File: config.mk
export PLATFORM = sky130hd
export DESIGN_NAME = riscv_muldiv_unit_flat
export DESIGN_NICKNAME = d
export VERILOG_FILES = /design/src/rtl/riscv_alu_pkg.sv /design/src/rtl/riscv_muldiv_unit_if.sv /design/src/rtl/riscv_muldiv_unit.sv /design/src/flat_wrapper.sv
export SDC_FILE = /design/constraint.sdc
export NUM_CORES = 1
export LEC_CHECK = 0
export ABC_AREA = 1
export CAP_MARGIN = 20
export CORE_UTILIZATION = 48
export DETAILED_ROUTE_END_ITERATION = 8
export DONT_BUFFER_PORTS = 1
export PLACE_DENSITY = 0.65
export SYNTH_ARGS = -nofsm -noshare
export SYNTH_HDL_FRONTEND = slang
export SYNTH_SLANG_ARGS = --single-unit
File: constraint.sdc
create_clock -name clk -period 5 [get_ports clk]
set_input_delay 0.75 -clock clk [delete_from_list [all_inputs] [get_ports clk]]
set_output_delay 0.75 -clock clk [all_outputs]
set_load 0.02 [all_outputs]
File: src/rtl/riscv_alu_pkg.sv
// riscv_alu_pkg: alu_control codes and muldiv state encoding shared by the ALU and its control decoder
package riscv_alu_pkg;
    localparam logic [3:0] ALU_MUL = 4'b1011;
    localparam logic [3:0] ALU_DIV = 4'b1100;
    localparam logic [3:0] ALU_REM = 4'b1101;
    typedef enum logic [1:0] {IDLE, CALC, FIX, DONE} muldiv_state_t;
endpackage

File: src/rtl/riscv_muldiv_unit_if.sv
// riscv_muldiv_if: start/busy/done handshake and operand/result bus of the muldiv unit
interface riscv_muldiv_if #(parameter int XLEN = 32);
    logic            start;
    logic [3:0]      alu_control;
    logic [XLEN-1:0] op_a;
    logic [XLEN-1:0] op_b;
    logic            busy;
    logic            done;
    logic [XLEN-1:0] result;
    modport master(output start, alu_control, op_a, op_b, input busy, done, result);
    modport slave(input start, alu_control, op_a, op_b, output busy, done, result);
endinterface

File: src/rtl/riscv_muldiv_unit.sv
// riscv_muldiv_unit: iterative shift-add multiplier and restoring signed divider on one shared datapath
module riscv_muldiv_unit
    import riscv_alu_pkg::*;
#(
    parameter int XLEN = 32
) (
    input logic           clk,
    input logic           rst,
    riscv_muldiv_if.slave bus
);
    localparam int CW = $clog2(XLEN);
    muldiv_state_t   state, state_nxt;
    logic [2*XLEN-1:0] acc;
    logic [XLEN-1:0] rem;
    logic [XLEN-1:0] opnd;
    logic [CW-1:0]   cnt;
    logic            is_mul, is_div, neg_q, neg_r;
    logic [XLEN-1:0] result;
    logic            valid_op, accept, div_zero, div_ovf, special;
    logic [XLEN-1:0] abs_a, abs_b, min_int, fix_q, fix_r, special_res;
    logic [XLEN:0]   mul_sum, rem_shift, trial;
    always_comb begin
        valid_op    = bus.alu_control == ALU_MUL || bus.alu_control == ALU_DIV || bus.alu_control == ALU_REM;
        accept      = bus.start && valid_op && (state == IDLE || state == DONE);
        min_int     = {1'b1, {(XLEN-1){1'b0}}};
        div_zero    = bus.op_b == '0;
        div_ovf     = bus.op_a == min_int && &bus.op_b;
        special     = accept && bus.alu_control != ALU_MUL && (div_zero || div_ovf);
        special_res = div_zero ? (bus.alu_control == ALU_DIV ? '1 : bus.op_a)
                               : (bus.alu_control == ALU_DIV ? bus.op_a : '0);
        abs_a       = bus.op_a[XLEN-1] ? -bus.op_a : bus.op_a;
        abs_b       = bus.op_b[XLEN-1] ? -bus.op_b : bus.op_b;
        mul_sum     = {1'b0, acc[2*XLEN-1:XLEN]} + {1'b0, {XLEN{acc[0]}} & opnd};
        // the dividend shifts out of acc's low half while quotient bits shift in
        rem_shift   = {rem, acc[XLEN-1]};
        trial       = rem_shift - {1'b0, opnd};
        fix_q       = neg_q ? -acc[XLEN-1:0] : acc[XLEN-1:0];
        fix_r       = neg_r ? -rem : rem;
        state_nxt   = state == CALC ? (cnt == '0 ? FIX : CALC)
                    : state == FIX  ? DONE
                    : accept        ? (special ? DONE : CALC)
                    : IDLE;
    end
    always_ff @(posedge clk or posedge rst)
        if (rst) state <= IDLE;
        else     state <= state_nxt;
    always_ff @(posedge clk or posedge rst) begin
        if (rst) begin
            acc    <= '0;
            rem    <= '0;
            opnd   <= '0;
            cnt    <= '0;
            is_mul <= 1'b0;
            is_div <= 1'b0;
            neg_q  <= 1'b0;
            neg_r  <= 1'b0;
            result <= '0;
        end else if (accept) begin
            is_mul <= bus.alu_control == ALU_MUL;
            is_div <= bus.alu_control == ALU_DIV;
            neg_q  <= bus.op_a[XLEN-1] ^ bus.op_b[XLEN-1];
            neg_r  <= bus.op_a[XLEN-1];
            cnt    <= CW'(XLEN-1);
            rem    <= '0;
            acc    <= {{XLEN{1'b0}}, bus.alu_control == ALU_MUL ? bus.op_b : abs_a};
            opnd   <= bus.alu_control == ALU_MUL ? bus.op_a : abs_b;
            if (special) result <= special_res;
        end else if (state == CALC) begin
            cnt <= cnt - 1'b1;
            if (is_mul) acc <= {mul_sum, acc[XLEN-1:1]};
            else begin
                rem             <= trial[XLEN] ? rem_shift[XLEN-1:0] : trial[XLEN-1:0];
                acc[XLEN-1:0]   <= {acc[XLEN-2:0], ~trial[XLEN]};
            end
        end else if (state == FIX) begin
            result <= is_mul ? acc[XLEN-1:0] : is_div ? fix_q : fix_r;
        end
    end
    assign bus.busy   = state == CALC || state == FIX;
    assign bus.done   = state == DONE;
    assign bus.result = result;
endmodule
File: src/flat_wrapper.sv
// flat-port wrapper written by rule: the top's interface ports become plain ports
module riscv_muldiv_unit_flat import riscv_alu_pkg::*;
#(
    parameter int XLEN = 32
)
  (clk, rst, bus_start, bus_alu_control, bus_op_a, bus_op_b, bus_busy, bus_done, bus_result);
  riscv_muldiv_if #(.XLEN(XLEN)) bus_i ();
  input logic clk;
  input logic rst;
  input wire logic [$bits(bus_i.start)-1:0] bus_start;
  input wire logic [$bits(bus_i.alu_control)-1:0] bus_alu_control;
  input wire logic [$bits(bus_i.op_a)-1:0] bus_op_a;
  input wire logic [$bits(bus_i.op_b)-1:0] bus_op_b;
  output wire logic [$bits(bus_i.busy)-1:0] bus_busy;
  output wire logic [$bits(bus_i.done)-1:0] bus_done;
  output wire logic [$bits(bus_i.result)-1:0] bus_result;
  assign bus_i.start = bus_start;
  assign bus_i.alu_control = bus_alu_control;
  assign bus_i.op_a = bus_op_a;
  assign bus_i.op_b = bus_op_b;
  assign bus_busy = bus_i.busy;
  assign bus_done = bus_i.done;
  assign bus_result = bus_i.result;
  riscv_muldiv_unit #(.XLEN(XLEN)) u_core (.clk(clk), .rst(rst), .bus(bus_i));
endmodule
==> impl_metrics.ini <==
[synth]
postSynthAreaPerCell_sq_um = 5.954
synthesis.yosys.warnings = 0
number_of_synthesized_flops_with_an_enable_pin = 0
synth.net_count = 3055
ys_async_sr_fraction_pct = 100.0
post_synth_instance_area_sq_um = 17320
sequential_element_share_of_the_synthesized_area_pct = 24.71
postSynthRegisterBits = 171
synthDistinctLibCells = 56
netlist_instances = 2909
synth_flop_cell = dfrtp_1

[sta]
drv_slew = 0
post-route-period-util_pct = 67.87
hold_vio_cnt_final = 0
slew_headroom_pct = 21.62
fmax_ghz = 0.2947
setup-tns-final_ps = 0
finClkSkew_ps = 16.62
finalSetupViolCount = 0
final.setup.worst_slack_ps = 1607
rsz0062_at_grt = no
timing.final.crit_period_ps = 3393
worst_slew_pin_slew_ps = 1174
hold_slack_ps = 283.1

[drt]
detailedRoute.firstIterationViolations = 1860
detail_route.vias_per_cell = 5.809
antenna_violating_nets_post_route = 0
firstDrtPassIters = 8
num_vias = 19308
drc_errors = 0
route.detailed.wl_per_inst_um = 20.76
routed_wl_um = 69010

[critical_path]
crit_fanout = 34
cp.buffers_inverters = 6
crit_path_frequent_cell = buf_4
timing.critical_path.arrival_ps = 3750
crit_slowest_cell = dfrtp_1
worst-r2r-setup-slack_ps = 1610
crit-reg2reg-launch = u_core.state[0]
required_time_at_the_endpoint_of_the_critical_path_ps = 5360
critPathMaxStageDelay_ps = 380
crit_path_start_kind = flop
setup.worst_path.class = reg2reg
cpLargestDelayFamily = buffers and inverters
worstSetupEndpointType = flop
worstRegToRegCells = 14
r2r-end = u_core.bus.result[15]
critPathLaunch = u_core.state[0]
worstPathCellList = inv_1, ha_1, nand2_1, a21oi_4, buf_4, nor2_2, buf_4, inv_2, buf_4, nand2_2, nand2_4, inv_2, o21ai_1, nand2_1

[floorplan]
floorplan.die.width_um = 192.0
fp.dieH_um = 192.0
die_area_sq_um = 36840
initial_core_util_pct = 48.69
design.core.area_sq_um = 35570
num_io_pins = 105
placementRows = 69

[global_route]
grt_use_total_pct = 38.33
grt_pass1_vias = 18099
wire_length_of_the_first_global_routing_pass_um = 106100
grt_max_degree = 76
antenna_found_initial = 1
total_global_routing_overflow = 0

[clocking]
insertion_delay_ps = 470
holdBufCountCts = 0
clkSlewWorstSetupHoldPaths_ps = 80
cts.sinks = 171
clock_tree.buffer_depth = 2
post_cts_resize_count = 0
postCtsSetupRepairBufs = 0
cts-root-buf = clkbuf_16
number_of_buffers_added_by_the_clock_tree_synthesis_step = 17
ctsHtreeMaxLevel = 4
tritoncts = built

[power_and_ir_drop]
internal_cell_power_uw = 5765
sw_power_uw = 8001
clock_group_share_of_total_power_pct = 9.8
power_leakage_uw = 0.009593
pwr_density_cell_nw_per_um2 = 754.6
pwr-share-comb_pct = 67.1
power.share.switching_pct = 58.12
ir_worst_vdd_mv = 0.3776
sequentialPowerShare_pct = 23.1

[final_layout]
final_core_utilization_pct = 51.29
area.growth.synth_to_final_pct = 5.339
finalNetCount = 2997
final_layout_size_suffix_gt1_share_pct = 3.807
number_of_diodes_added_for_antenna_fixing = 0

[place]
post-dp-hpwl_um = 54520
dp_slack_ps = 1518
gp_congestion = 1.007
buffer_ports.inserted = 0

[run_status]
outcome = completed

[worst_hold_path]
hold_path.class = in2async

[job]
maxCapViolations = 0
## worst max-delay path by stage
| stage | to | slack (ps) | cells after the start |
|---|---|---|---|
| 2_1_floorplan | u_core.acc[0] | 2070 | 1 |
| 3_3_place_gp | u_core.bus.result[18] | 1560 | 8 |
| 3_5_place_dp | u_core.bus.result[11] | 1520 | 8 |
| 4_1_cts | u_core.acc[59] | 1680 | 11 |
| 5_1_grt | u_core.bus.result[15] | 1460 | 14 |
| 6_report | u_core.bus.result[15] | 1610 | 14 |
## synth_stat cells (28+ instances only)
master    count  share of area [%]
a21oi_1     172                5.0
a22oi_1      41                1.8
buf_2        28               0.81
clkbuf_1     44               0.95
dfrtp_1     171                 25
ha_1         73                5.3
inv_1       357                7.7
nand2_1     963                 21
nand3_1     301                8.7
nor2_1      291                6.3
o21ai_0     173                5.0
xor2_1       28                1.4
## stage by stage
step	area, sq um	cells	total power, uW
2_1_floorplan	17320	2909	9431
3_3_place_gp	17590	3289	12090
3_5_place_dp	17610	3290	12150
4_1_cts	18170	3321	13540
5_1_grt	18240	3324	15030
6_report	18240	3324	13770
## registers in the layout, summed over array words and instances, names as in the netlist, 2 cells and up
| name | cells |
|---|---|
| u_core.opnd | 32 |
| u_core.bus.result | 32 |
| u_core.acc | 64 |
| u_core.rem | 32 |
| u_core.cnt | 5 |
| u_core.state | 2 |
## metal layers
layer  share of wire, %  up-vias  wire length, um  global-route usage, %
met2                 43      895            29720                  58.40
li1                   -     9333                -                      -
met4                5.3        2             3623                  20.12
met5              0.019        -               13                      0
met3                8.5      144             5890                  7.327
met1                 43     8934            29760                  51.22
## power groups by stage
stage          clock network [uW]  registers [uW]  logic, uW
2_1_floorplan                   0            2650       6780
3_3_place_gp                    0            3160       8930
3_5_place_dp                    0            3160       8990
4_1_cts                      1350            3140       9040
5_1_grt                      1400            3240      10400
6_report                     1350            3180       9240
## area by class of cell
cell class	instances	area (sq um)
Fill cell	3844	17330
Multi-Input combinational cell	2276	11220
Sequential cell	171	4279
Inverter	367	1381
Tap cell	461	576.8
Clock buffer	19	442.9
Timing Repair Buffer	18	227.7
Clock inverter	12	116.4
## layout by cell type, fill, tap and decap left out, types with 26 or more instances in the layout
master and count:
a22oi_1 41, dfrtp_1 171, inv_1 355, o21ai_0 173
ha_1 73, a21oi_1 172, nand4_1 26, xor2_1 28
nand3_1 301, nand2_1 963, nor2_1 289
## worst reg2reg max path, cell delays in order, from the launching register on
cell and delay (ps):
dfrtp_1 380, inv_1 60, ha_1 320, nand2_1 130, a21oi_4 120, buf_4 320
nor2_2 60, buf_4 240, inv_2 290, buf_4 340, nand2_2 110, nand2_4 310
inv_2 350, o21ai_1 200, nand2_1 60
## cell families after synthesis
family | count (synthesis) | synth area share (%)
compound gates | 487 | 16.08
mux | 1 | 0.05780
buf+inv | 462 | 10.54
fa+ha+maj | 76 | 5.563
xor+xnor | 46 | 2.326
simple gates | 1666 | 40.72
flops | 171 | 24.71
No activity file was read; power rests on OpenSTA's default activity.
